$ cat config.mk
export PLATFORM = sky130hd
export DESIGN_NAME = fifo_rd_serializer
export DESIGN_NICKNAME = d
export VERILOG_FILES = /design/src/rtl/fifo_rd_serializer.sv
export SDC_FILE = /design/constraint.sdc
export NUM_CORES = 1
export LEC_CHECK = 0
export ABC_AREA = 1
export ABC_CLOCK_PERIOD_IN_PS = 1500
export CORE_ASPECT_RATIO = 0.7
export CORE_UTILIZATION = 30
export DETAILED_ROUTE_END_ITERATION = 7
export PLACE_DENSITY = 0.53
export SLEW_MARGIN = 20
export SYNTH_ARGS = -nofsm -noshare
export SYNTH_HDL_FRONTEND = slang
export SYNTH_SLANG_ARGS = --single-unit
$ cat constraint.sdc
create_clock -name rclk -period 1.5 [get_ports rclk]
set_input_delay 0.225 -clock rclk [delete_from_list [all_inputs] [get_ports rclk]]
set_output_delay 0.225 -clock rclk [all_outputs]
set_load 0.01 [all_outputs]
$ cat src/rtl/fifo_rd_serializer.sv
// rtl/fifo_rd_serializer.sv - FIFO read-side word-to-beat serializer with one-word prefetch
module fifo_rd_serializer #(
    parameter int DSIZE = 32,
    parameter int OSIZE = 8
) (
    input  logic             rclk,
    input  logic             rrst_n,
    input  logic             rempty,
    input  logic [DSIZE-1:0] rdata,
    output logic             rinc,
    output logic             o_valid,
    input  logic             o_ready,
    output logic [OSIZE-1:0] o_data,
    output logic             o_last
);

    localparam int RATIO = DSIZE / OSIZE;
    localparam int IW    = (RATIO > 1) ? $clog2(RATIO) : 1;
    localparam logic [IW-1:0] LAST_IDX = IW'(RATIO - 1);

    // Shift stage: the word currently being emitted, beat by beat
    logic [DSIZE-1:0] sh_word_q, sh_word_d;
    logic             sh_vld_q,  sh_vld_d;
    logic [IW-1:0]    idx_q,     idx_d;

    // Prefetch stage: the next word, already popped from the FIFO
    logic [DSIZE-1:0] pf_word_q, pf_word_d;
    logic             pf_vld_q,  pf_vld_d;

    logic xfer;
    logic wdone;
    logic sh_load;

    // Output beat selection from the shift word by the current beat index
    always_comb begin
        o_data = '0;
        for (int i = 0; i < RATIO; i++) begin
            if (idx_q == IW'(i)) begin
                o_data = sh_word_q[i*OSIZE +: OSIZE];
            end
        end
    end

    assign o_valid = sh_vld_q;
    assign o_last  = sh_vld_q & (idx_q == LAST_IDX);
    assign xfer    = sh_vld_q & o_ready;
    assign wdone   = xfer & o_last;
    assign sh_load = ~sh_vld_q | wdone;

    // Pop whenever some stage will have room at this edge; never on an empty FIFO
    assign rinc = rrst_n & ~rempty & (~pf_vld_q | ~sh_vld_q | wdone);

    // Next-state for both stages: refill shift stage first, prefetch takes the remainder
    always_comb begin
        sh_word_d = sh_word_q;
        sh_vld_d  = sh_vld_q;
        idx_d     = idx_q;
        pf_word_d = pf_word_q;
        pf_vld_d  = pf_vld_q;

        if (sh_load) begin
            if (pf_vld_q) begin
                // prefetch drains into shift stage and may refill in the same cycle
                sh_word_d = pf_word_q;
                sh_vld_d  = 1'b1;
                idx_d     = '0;
                pf_vld_d  = rinc;
                if (rinc) begin
                    pf_word_d = rdata;
                end
            end else if (rinc) begin
                // both stages empty/draining: bypass the prefetch
                sh_word_d = rdata;
                sh_vld_d  = 1'b1;
                idx_d     = '0;
            end else begin
                sh_vld_d  = 1'b0;
                idx_d     = '0;
            end
        end else begin
            if (xfer) begin
                idx_d = idx_q + IW'(1);
            end
            if (rinc) begin
                // shift stage busy mid-word: park the popped word
                pf_word_d = rdata;
                pf_vld_d  = 1'b1;
            end
        end
    end

    // State registers; reset discards any partial and prefetched word
    always_ff @(posedge rclk or negedge rrst_n) begin
        if (!rrst_n) begin
            sh_word_q <= '0;
            sh_vld_q  <= 1'b0;
            idx_q     <= '0;
            pf_word_q <= '0;
            pf_vld_q  <= 1'b0;
        end else begin
            sh_word_q <= sh_word_d;
            sh_vld_q  <= sh_vld_d;
            idx_q     <= idx_d;
            pf_word_q <= pf_word_d;
            pf_vld_q  <= pf_vld_d;
        end
    end

endmodule

== Yosys cells after proc, flatten, opt, wreduce, memory -nomap -nowiden ==
Index checks and enable logic that the tools add are counted.
Word-level totals
  register bits after elaboration: 68
  bits in latches: 0
  memory bits (writable): 0
  ROM bits: 0
  input port bits: 36
  output and inout bits: 11
  word-level logic and storage cells: 42
  memories: 0
Cells by class
  add/sub/neg operators: 1
  multiply operators: 0
  div/mod/pow operators: 0
  $lt $le $gt $ge: 0
  equality and inequality tests: 4
  shifts and indexed selects: 0
  muxes and demuxes: 16
  bitwise operators: 11
  reduce and logical (&&, ||, !) cells: 5
Operators with widths (number)
  $mux W32: 5
  $mux W8: 4
  $reduce_bool A2 Y1: 3
  $and A1 B1 Y1: 5
  $mux W1: 5
  $eq A2 B2 Y1 const B: 2
  $mux W2: 2
  $not A1 Y1: 3
  $or A1 B1 Y1: 3
  $add A2 B1 Y2 const B: 1
  $eq A2 B1 Y1 const B: 1
  $logic_not A2 Y1: 1
  $ne A2 B2 Y1 const B: 1
  $reduce_and A2 Y1: 1

== Depth between registers and ports, before layout ==
Gate-level depths: netlist of the first run.
  depth in word-level cells: 8
  mapped depth: 8
  gate-level depth less buffers: 8

== Least setup slack after synthesis of the first run ==
OpenSTA, ideal clock, no wires.
  path kind: reg-to-output
  start: register idx_q[1]
  end: output port o_data[0]
  arrival time: 1.391 ns
  data required time: 1.275 ns
  setup slack: -0.116 ns
  cell stages (with the launch flop): 9
  path buffers: 1
  cells stage by stage: dfrtp_1 inv_1 ha_1 clkbuf_1 nor2_1 nand2_1 nand2_1 o211ai_1 nand2_1
Between the ends
  longest elaborated chain between the ends: 5
  elaborated cells on any way between the ends: 8
  those cells by class: eq/ne (3); mux (4); reduce/logical (1)
Ends and longest elaborated chain
  start: declaration: line 24  | logic [IW-1:0] idx_q, idx_d;
  start signal: assignment: line 103  | idx_q <= idx_d;
  $logic_not A2 Y1: line 38  | if (idx_q == IW'(i)) begin
  $mux W8 (3 in series): line 38
  $mux W8 *: line 38
  end: declaration: line 13  | output logic [OSIZE-1:0] o_data,
Every way passes the cells marked *; elsewhere a longest branch is shown, timed or not.

== Final worst setup path of the first run ==
  start: register idx_q[0]
  end: output port o_data[0]
Same word-level chain as after synthesis.

==> results by group, run 1 <==
CTS
  – Clock-pin slew on the worst setup and hold paths: 0.05 ns
  – Skew-Pair Late Insertion Delay: 0.33 ns
  – Num CTS Buffers: 9
  – CTS H-tree lvls: 3
  – Clock Tree Buf Depth: 2
  – CTS tree: done
  – Root buffer selected by CTS: clkbuf_16
  – Clock Sinks: 68

Outcome
  – Failing checks: negative setup slack
  – Outcome: finished with violations

Layout
  – P&R area growth vs syn: 45.6%
  – Final nets: 524
  – Fin cells: 641
  – Share of layout cells above drive strength 1: 32.6%
  – N_diodes: 0
  – Fillers: 1040

Place
  – PortBufs: 46
  – Post-DP HPWL: 6.37 mm
  – Placed cell count: 607
  – GP Congestion: 0.794

Power
  – Internal power: 0.00671 W
  – Seq pwr share: 29.5%
  – P_leak: 2.35 nW
  – Power density over the cells: 2220 mW/mm2
  – Max IR drop VDD: 0.908 mV
  – Combinational Power Share: 51.6%
  – Switch Pwr: 0.00427 W
  – Power share of the clock group: 18.9%
  – Switching share of power: 38.9%

STA
  – Worst-margin pin slew: 0.901 ns
  – Relative slew slack: 39.9%
  – Setup Skew: 0.00879 ns
  – Hold Fails Final Rpt: 0
  – Final Worst Setup Slack: -0.525 ns
  – Final period util: 135%
  – Final slew viol count: 0
  – Setup violators final: 76
  – RSZ-0062 raised after global routing: yes
  – Achievable Freq: 0.494 GHz
  – Final Hold Slack: 0.121 ns
  – Final min period: 2.02 ns

Setup path
  – Crit path buf inv count: 3
  – Critical path depth: 9
  – CP max stage delay: 0.41 ns
  – Arr. time, crit path: 1.80 ns
  – Cell breakdown of the critical path: buf_6 -> ha_4 -> nor2_4 -> buf_6 -> nand2_1 -> nand2_2 -> o211ai_1 -> nand2_1 -> buf_2
  – R2R setup slack: -0.26 ns
  – Crit Reg-Reg Startpoint: idx_q[0]
  – Worst Path Class, Setup: register to output pin
  – Slowest stage cell on the critical path: dfrtp_1
  – Startpoint type of the worst setup path: register
  – WP data required: 1.27 ns
  – Worst path top cell family by delay: flip-flops
  – Crit path to: o_data[0]
  – Worst Setup SP: idx_q[0]
  – Worst r2r path cells: 10
  – CP Capture Type: output pin
  – Crit path max fanout: 6
  – RR Endpoint: sh_word_q[5]

Routing
  – Via/cell ratio: 4.73
  – Pre-antenna DRT Iters: 4
  – Vias after detailed routing: 3029
  – Iter 0 DRT Violations: 183
  – DRC viols: 0
  – Routed Antenna Nets: 0
  – Wire per inst: 15.6 um
  – WL final: 9.97 mm

GRT
  – First-pass GRT wire length: 16.3 mm
  – GR Util All Layers: 18.6%
  – Initial antenna violation count: 0
  – Largest net degree at the start of global routing: 69
  – Vias in the first global route: 3021
  – GRT overflow: 0

Floorplanning
  – Die Wd: 129 um
  – Die H: 91.0 um
  – Row count: 32
  – IO Pins: 47
  – Initial core utilization: 30.9%
  – Core ar.: 0.0110 mm2
  – Die ar.: 0.0118 mm2

Synthesis
  – Top cells by area, synth: dfrtp_1 50%, nand2_1 15%, or2_2 5.9%
  – Yosys top cell by area: dfrtp_1
  – Yosys warning count: 0
  – Gate Count Post-Synth: 399
  – Seq cells post-synth: 68
  – Mapped cell area: 0.00340 mm2
  – Seq/Total Area, Yosys: 50.1%
  – Avg Cell Area, Syn: 8.51 um2
  – Syn nets: 439
  – Distinct cells, synth: 18
  – Share of Yosys cell area claimed by the top area cell type: 50.1%

Job
  – Total of max-cap violations: 0

Hold path
  – Worst min-delay path class: input port to async pin
-- final cells by class --
| class | count | area (um2) | share of cell area [%] |
|---|---|---|---|
| flip-flops and latches | 68 | 1700 | 34.4 |
| multi-input cells | 296 | 1670 | 33.8 |
| repair buffers | 99 | 1060 | 21.4 |
| clock buffers | 13 | 250 | 5.06 |
| well taps | 153 | 191 | 3.87 |
| inverters | 10 | 37.5 | 0.759 |
| clock inverters | 2 | 35.0 | 0.708 |
-- metal layers --
layer	wire length, um	vias up	global-route usage, %	part of all wire (%)
met5	0	-	0	0
li1	-	1480	-	-
met4	89	0	5.20	0.89
met1	4900	1473	27.2	49
met3	618	7	4.18	6.2
met2	4370	69	27.2	44
-- cell usage in the layout, fill, tap and decap left out, drive strengths merged --
cell type and n:
nor2 1, nand2 142, bufinv 1, o21ai 65
clkdlybuf4s50 34, dfrtp 68, buf 61, clkinv 1
or2 32, clkbuf 13, inv 10, dlygate4sd2 2
bufbuf 2, nand3 34, o211ai 8, a21oi 10
ha 4
-- power by group through the flow --
stage	Combinational [W]	Clock, W	Sequential [W]
2_1_floorplan	0.00285	0	0.00309
3_3_place_gp	0.00450	0	0.00323
3_5_place_dp	0.00458	0	0.00323
4_1_cts	0.00551	0.00210	0.00323
5_1_grt	0.00623	0.00219	0.00333
6_report	0.00566	0.00208	0.00324
-- worst reg2reg max path: stages (launching register included) --
cell and delay [ns]:
dfrtp_1 0.39, buf_4 0.15, ha_4 0.13, buf_6 0.12, nand3_4 0.08, buf_6 0.14, nand2_8 0.09, nand2_8 0.09
buf_12 0.14, bufbuf_16 0.26, o21ai_2 0.10
-- state kept, by name, summed over array words and instances, names as in the netlist --
name and cells:
o_valid 1, pf_vld_q 1, idx_q 2, pf_word_q 32
sh_word_q 32
-- Yosys cell counts --
cell	instances
o21ai_1	12
buf_6	9
nand2_2	3
a21oi_4	1
nand3_2	1
o211ai_1	8
or2_2	32
o21ai_0	33
a21oi_1	9
o21ai_2	20
nor2_1	1
clkbuf_1	12
ha_1	4
nand3_1	33
inv_1	10
nand2_1	139
dfrtp_1	68
buf_2	4
-- repair_timing --
action	in CTS	in global routing
cloned	6	0
hold buffers	0	0
pin swaps	12	16
setup endpoints to repair	79	78
gates resized for setup	81	14
setup buffers	11	3
-- cells by family (layout without fill, tap and decap cells) --
logic type / after synthesis / count (layout) / share of synthesized area (%)
simple gates: 209 / 209 / 27.1
compound gates: 83 / 83 / 15.4
flops: 68 / 68 / 50.1
buf+inv: 35 / 124 / 6.00
fa+ha+maj: 4 / 4 / 1.47
-- metrics by stage --
| step | setup TNS, ns | util, % | power, W | area (um2) | worst slack (ns) |
|---|---|---|---|---|---|
| floorplan | 0 | - | 0.00593 | 3410 | 0.0130 |
| global placement | -22.88 | 38.1 | 0.00773 | 4190 | -0.491 |
| detailed placement | -25.21 | 38.1 | 0.00782 | 4190 | -0.578 |
| CTS | -17.36 | 44.4 | 0.0108 | 4890 | -0.481 |
| global route | -24.00 | 44.9 | 0.0118 | 4950 | -0.611 |
| finish | -17.06 | 44.9 | 0.0110 | 4950 | -0.525 |
-- how the worst min path moves through the flow --
stage	from	endpoint	slack, ns	depth (start not counted)
after global placement	pf_word_q[16]	pf_word_q[16]	0.45	2
final	rrst_n	pf_word_q[24]	0.12	2
after floorplan	rrst_n	idx_q[0]	-0.07	0
after CTS	rrst_n	sh_word_q[18]	0.17	2
after detailed placement	pf_word_q[12]	pf_word_q[12]	0.45	2
after global routing	rrst_n	sh_word_q[18]	0.22	2
Note: power is estimated with default switching activity, not from simulation.
==> run 2, diff against run 1 <==
Settings changed: DONT_BUFFER_PORTS from default to 1, PLACE_DENSITY 0.53 to 0.47.
==> run 2 against run 1 <==
  * The run ends with negative hold slack, negative setup slack left
  * Global-route usage shrank 1.8 points
  * Via count shrank 7.2%
  * Routed wire length grew 2.8%
  * Sequential power grew 2%
  * Non-clock buffer count shrank 56
  * First-iteration DRC count grew 2.2%
  * Critical endpoint is now o_data[1]
==> results by group, run 2 (synthesized netlist as in run 1, its figures left out) <==
Layout
  – Biggest regs: pf_word_q (32), sh_word_q (32), idx_q (2)
  – Most frequent cells in the layout: 126 x nand2_1, 67 x dfrtp_1, 33 x o21ai_0, 33 x nand3_1, 32 x or2_2
  – Commonest non-fill, non-tap cell in the layout: nand2_1
  – Share of layout cells above drive strength 1: 32.7% (+0.14 points)
  – Fillers: 1122 (+7.9%)
  – P&R area growth vs syn: 31.0%
  – N_diodes: 0 (unchanged)
  – Final nets: 469 (-10%)

Setup path
  – CP Capture Type: output pin
  – Worst Path Class, Setup: register to output pin
  – Startpoint type of the worst setup path: register
  – Crit path max fanout: 8 (+2)
  – Arr. time, crit path: 1.72 ns (-0.08 ns)
  – WP data required: 1.27 ns (about the same)

GRT
  – Largest net degree at the start of global routing: 70 (+1.4%)
  – First-pass GRT wire length: 14.6 mm (-9.9%)
  – GR Util All Layers: 16.8% (-1.8 points)
  – GRT overflow: 0 (unchanged)
  – Vias in the first global route: 2634 (-13%)
  – Initial antenna violation count: 0 (unchanged)

STA
  – Setup Skew: 0.00397 ns (-0.00482 ns)
  – Worst-margin pin slew: 0.432 ns (-0.469 ns)
  – Final slew viol count: 0 (unchanged)
  – Relative slew slack: 71.2% (+31 points)
  – RSZ-0062 raised after global routing: yes
  – Setup violators final: 61 (-20%)
  – Final min period: 1.95 ns (-0.0776 ns)
  – Achievable Freq: 0.514 GHz (+4.0%)
  – Final period util: 130% (-5.2 points)
  – Final Hold Slack: -0.412 ns (-0.533 ns)
  – Hold Fails Final Rpt: 68 (+68)
  – Final Worst Setup Slack: -0.447 ns (+0.0776 ns)

Floorplanning
  – Row count: 32 (unchanged)
  – Core ar.: 0.0110 mm2 (unchanged)
  – Die H: 91.0 um (unchanged)
  – Die Wd: 129 um (unchanged)
  – IO Pins: 47 (unchanged)
  – Die ar.: 0.0118 mm2 (unchanged)
  – Initial core utilization: 30.9% (unchanged)

Place
  – PortBufs: 0 (-100%)
  – GP Congestion: 0.811 (+2.2%)
  – Post-DP HPWL: 6.33 mm (-0.61%)

Outcome
  – Failing checks: negative hold slack, negative setup slack
  – Outcome: finished with violations

Power
  – Power density over the cells: 2300 mW/mm2 (+3.6%)
  – Max IR drop VDD: 0.749 mV (-18%)
  – Pwr Total: 0.0102 W (-6.8%)
  – P_leak: 2.10 nW (-11%)

CTS
  – Clock-pin slew on the worst setup and hold paths: 0.05 ns (about the same)
  – Skew-Pair Late Insertion Delay: 0.33 ns (about the same)
  – Clock Tree Buf Depth: 2 (unchanged)
  – CTS H-tree lvls: 3 (unchanged)
  – Root buffer selected by CTS: clkbuf_16
  – CTS tree: done
  – Clock Sinks: 68 (unchanged)
  – Num CTS Buffers: 9 (unchanged)

Routing
  – Iter 0 DRT Violations: 187 (+2.2%)
  – Via/cell ratio: 4.79 (+1.3%)
  – Wire per inst: 17.5 um (+12%)
  – Vias after detailed routing: 2811 (-7.2%)
  – Routed Antenna Nets: 0 (unchanged)
  – WL final: 10.3 mm (+2.8%)
  – Pre-antenna DRT Iters: 5 (+1)
  – DRC viols: 0 (unchanged)

Job
  – Total of max-cap violations: 0 (unchanged)

Hold path
  – Worst min-delay path class: input port to async pin
-- run 2: cell type report --
cell class              instances  area, um2  share of cell area [%]
repair buffers                 43        571                    12.8
flip-flops and latches         68       1700                    38.3
clock buffers                  14        254                    5.71
inverters                      10       41.3                   0.928
clock inverters                 2       10.0                   0.225
well taps                     153        191                    4.30
multi-input cells             297       1680                    37.7
-- run 2: power breakdown --
part / total (W) / switching (W) / internal [W]
logic: 0.00503 / 0.00284 / 0.00218
registers: 0.00330 / 0.000585 / 0.00272
clock network: 0.00190 / 0.000745 / 0.00116
total: 0.0102 / 0.00417 / 0.00606
-- run 2: worst max-delay path: stages (launching register included) --
cell      delay, ns
dfrtp_2        0.44
buf_6          0.14
ha_4           0.18
nor2_4         0.23
nand2_2        0.08
nand2_2        0.11
o211ai_1       0.09
nand2_1        0.12
-- run 2: per-stage QoR --
step	setup TNS (ns)	std cells	area, um2	setup slack [ns]	utilization (%)
5_1_grt	-14.66	587	4450	-0.544	40.4
4_1_cts	-8.76	567	3980	-0.404	36.2
3_3_place_gp	-2.78	550	3650	-0.0940	33.2
6_report	-10.03	587	4450	-0.447	40.4
3_5_place_dp	-4.00	550	3650	-0.134	33.2
2_1_floorplan	0	399	3410	0.0130	-
-- run 2: what timing repair did --
action                     CTS  global route
resized for setup           18            39
setup buffers                1            11
hold endpoints to repair    68            68
setup endpoints to repair   75            76
pin swaps                   14            19
gates cloned                 0             9
-- run 2: worst paths after layout --
path | depth (start not counted) | end | slack [ns] | from
min in group rclk | 2 | idx_q[0] | 0.03 | o_ready
worst max register to register | 9 | pf_word_q[25] | -0.19 | idx_q[0]
max in group asynchronous | 0 | pf_word_q[25] | 1.76 | rrst_n
worst max-delay path | 7 | o_data[1] | -0.45 | idx_q[0]
worst min-delay path | 0 | sh_word_q[27] | -0.41 | rrst_n
worst min register to register | 2 | pf_word_q[3] | 0.46 | pf_word_q[3]
-- run 2: per-layer routing --
layer,up-vias,GRT usage [%],share of wire [%]
met4,0,6.37,1.3
met3,13,6.07,9.5
met1,1340,25.0,49
met5,-,0,0
met2,88,21.6,41
li1,1370,-,-
==> run 3, diff against run 2 <==
Settings changed: ABC_AREA 1 to default.
==> run 3 against run 2 <==
  * The flow still finishes with violations (negative hold slack, negative setup slack)
  * Sequential power up 5%
  * Routed wire length down 19%
  * Combinational power up 6.8%
  * Highest routed layer unchanged
  * Worst setup slack worse by 0.072 ns
  * Cell count down 26%
  * Count of clock-buffer cells in the layout down 1
  * Design area up 2.5%
  * Total power up 5.3%
  * Via count down 28%
  * Non-clock buffer count up 2
  * Register-to-register slack worse by 0.31 ns
  * Die area about the same
==> results by group, run 3 <==
STA
  – Relative slew slack: 79.6% (+8.4 points)
  – Worst-margin pin slew: 0.305 ns (-0.127 ns)
  – Hold Fails Final Rpt: 68 (unchanged)
  – Final slew viol count: 0 (unchanged)
  – Final min period: 2.02 ns (+0.0720 ns)
  – RSZ-0062 raised after global routing: yes
  – Final period util: 135% (+4.8 points)
  – TNS Setup: -32.18 ns (-22.15 ns)
  – Final Worst Setup Slack: -0.519 ns (-0.0720 ns)
  – Final Hold Slack: -0.413 ns (-0.00128 ns)
  – Setup Skew: 0.00422 ns (+0.000243 ns)
  – Achievable Freq: 0.495 GHz (-3.6%)
  – Setup violators final: 78 (+28%)

Layout
  – Final nets: 319 (-32%)
  – Design area: 0.00456 mm2 (+2.5%)
  – Most frequent cells in the layout: 67 x dfrtp_1, 65 x mux2_2, 29 x mux2_4
  – Commonest non-fill, non-tap cell in the layout: dfrtp_1
  – Biggest regs: pf_word_q (32), sh_word_q (32), idx_q (2)
  – Share of layout cells above drive strength 1: 65.0% (+32 points)
  – Fin cells: 436 (-26%)
  – N_diodes: 0 (unchanged)
  – P&R area growth vs syn: 34.3%

Synthesis
  – Top cells by area, synth: dfrtp_1 50%, mux2_2 22%, mux2_4 13%
  – Share of Yosys cell area claimed by the top area cell type: 50.1% (about the same)
  – Gate Count Post-Synth: 237 (-41%)
  – Avg Cell Area, Syn: 14.3 um2 (+68%)
  – Top FF cell, synth: dfrtp_1
  – Distinct cells, synth: 29 (+11)
  – Synth top cells by count: 68 x dfrtp_1, 65 x mux2_2, 29 x mux2_4, 10 x nand2_1, 8 x nor2b_1
  – Syn nets: 277 (-37%)
  – Seq cells post-synth: 68 (unchanged)
  – Yosys warning count: 0 (unchanged)
  – Mapped cell area: 0.00339 mm2 (about the same)
  – Most common cell in the netlist: dfrtp_1
  – Post-synth EDFFs: 0 (unchanged)
  – Fraction of registers with async set/reset: 100% (unchanged)
  – Seq/Total Area, Yosys: 50.1% (about the same)
  – Yosys top cell by area: dfrtp_1

Place
  – Pre-CTS WS: -0.353 ns (-0.219 ns)
  – Placed cell count: 400 (-27%)
  – Placed instance area: 0.00379 mm2 (+3.7%)
  – PortBufs: 0 (unchanged)
  – GP Congestion: 0.695 (-14%)
  – Post-DP HPWL: 5.01 mm (-21%)

Setup path
  – Worst Path Class, Setup: register to output pin
  – Crit path buf inv count: 3 (+2)
  – R2R setup slack: -0.50 ns (-0.31 ns)
  – Slowest stage cell on the critical path: dfrtp_2
  – CP Capture Type: output pin
  – CP max stage delay: 0.43 ns (about the same)
  – RR Endpoint: pf_word_q[4]
  – Crit path max fanout: 7 (-1)
  – Cell breakdown of the critical path: buf_4 -> ha_4 -> nor2b_4 -> buf_12 -> buf_6 -> a221oi_4 -> o31ai_4
  – Critical path depth: 7 (unchanged)
  – Crit Reg-Reg Startpoint: idx_q[0]
  – Worst path top cell family by delay: flip-flops
  – Arr. time, crit path: 1.79 ns (+0.07 ns)
  – WP data required: 1.27 ns (about the same)
  – Worst r2r path cells: 7 (-2)
  – Startpoint type of the worst setup path: register

CTS
  – Clock Sinks: 68 (unchanged)
  – CTS tree: done
  – Skew-Pair Late Insertion Delay: 0.33 ns (about the same)
  – Clock Tree Buf Depth: 2 (unchanged)
  – Root buffer selected by CTS: clkbuf_16
  – Num CTS Buffers: 9 (unchanged)
  – CTS H-tree lvls: 3 (unchanged)
  – Clock-pin slew on the worst setup and hold paths: 0.05 ns (about the same)

Floorplanning
  – IO Pins: 47 (unchanged)
  – Die ar.: 0.0118 mm2 (about the same)
  – Die H: 91.0 um (about the same)
  – Core ar.: 0.0110 mm2 (unchanged)
  – Row count: 32 (unchanged)
  – Die Wd: 129 um (about the same)
  – Initial core utilization: 30.8% (about the same)

GRT
  – GR Util All Layers: 14.4% (-2.4 points)
  – Initial antenna violation count: 0 (unchanged)
  – Largest net degree at the start of global routing: 72 (+2.9%)
  – Vias in the first global route: 2124 (-19%)
  – First-pass GRT wire length: 12.2 mm (-17%)
  – GRT overflow: 0 (unchanged)

Routing
  – Via/cell ratio: 4.64 (-3.1%)
  – WL final: 8.31 mm (-19%)
  – Routed Antenna Nets: 0 (unchanged)
  – Wire per inst: 19.1 um (+9.1%)
  – Pre-antenna DRT Iters: 6 (+1)
  – Iter 0 DRT Violations: 78 (-58%)
  – DRC viols: 0 (unchanged)
  – Vias after detailed routing: 2023 (-28%)

Hold path
  – Worst min-delay path class: input port to async pin

Power
  – Max IR drop VDD: 0.916 mV (+22%)
  – P_leak: 1.98 nW (-5.3%)
  – Power density over the cells: 2360 mW/mm2 (+2.7%)

Outcome
  – Failing checks: negative hold slack, negative setup slack
  – Outcome: finished with violations

Job
  – Total of max-cap violations: 0 (unchanged)
-- run 3: power by group --
part	leakage [nW]	switching, W	internal, W
Sequential	0.802	0.000694	0.00278
Clock	0.135	0.000739	0.00119
Combinational	1.05	0.00206	0.00331
-- run 3: final cells by class --
type	count	area, um2
Inverter	4	17.5
Tap cell	153	191
Clock buffer	13	260
Timing Repair Buffer	45	533
Sequential cell	68	1700
Fill cell	1015	6450
Multi-Input combinational cell	151	1840
Clock inverter	2	10.0
-- run 3: cell families after synthesis --
group                      share of synthesized area, %
and+or+nand+nor                                    4.57
buffers and inverters                              2.80
AOI/OAI and AO/OA                                  5.38
DFF                                                50.1
muxes                                              35.6
adders and majority gates                          1.47
-- run 3: what timing repair did --
action	4_1_cts	5_1_grt
pin swaps	5	8
setup endpoints to repair	75	77
endpoints found under the hold margin	68	68
buffers inserted	6	10
gates cloned	2	3
resized for setup	21	30
-- run 3: worst max-delay path by stage --
stage	slack [ns]	startpoint	to
after floorplan	-0.29	idx_q[0]	pf_word_q[10]
after global placement	-0.31	idx_q[0]	pf_word_q[31]
after detailed placement	-0.35	idx_q[0]	pf_word_q[31]
after CTS	-0.51	idx_q[1]	o_data[0]
after global routing	-0.57	idx_q[0]	pf_word_q[31]
final	-0.52	idx_q[0]	o_data[1]
-- run 3: stage by stage --
stage	utilization, %	total power, W
3_5_place_dp	34.4	0.00755
4_1_cts	38.7	0.0101
2_1_floorplan	-	0.00625
5_1_grt	41.4	0.0114
3_3_place_gp	34.4	0.00749
6_report	41.4	0.0108
-- run 3: per-layer routing --
metal	GRT usage (%)	part of all wire, %	wire [um]
met1	19.8	51	4220
met2	20.4	43	3570
met3	5.83	5.3	443
met4	4.12	0.89	74
met5	0	0	0
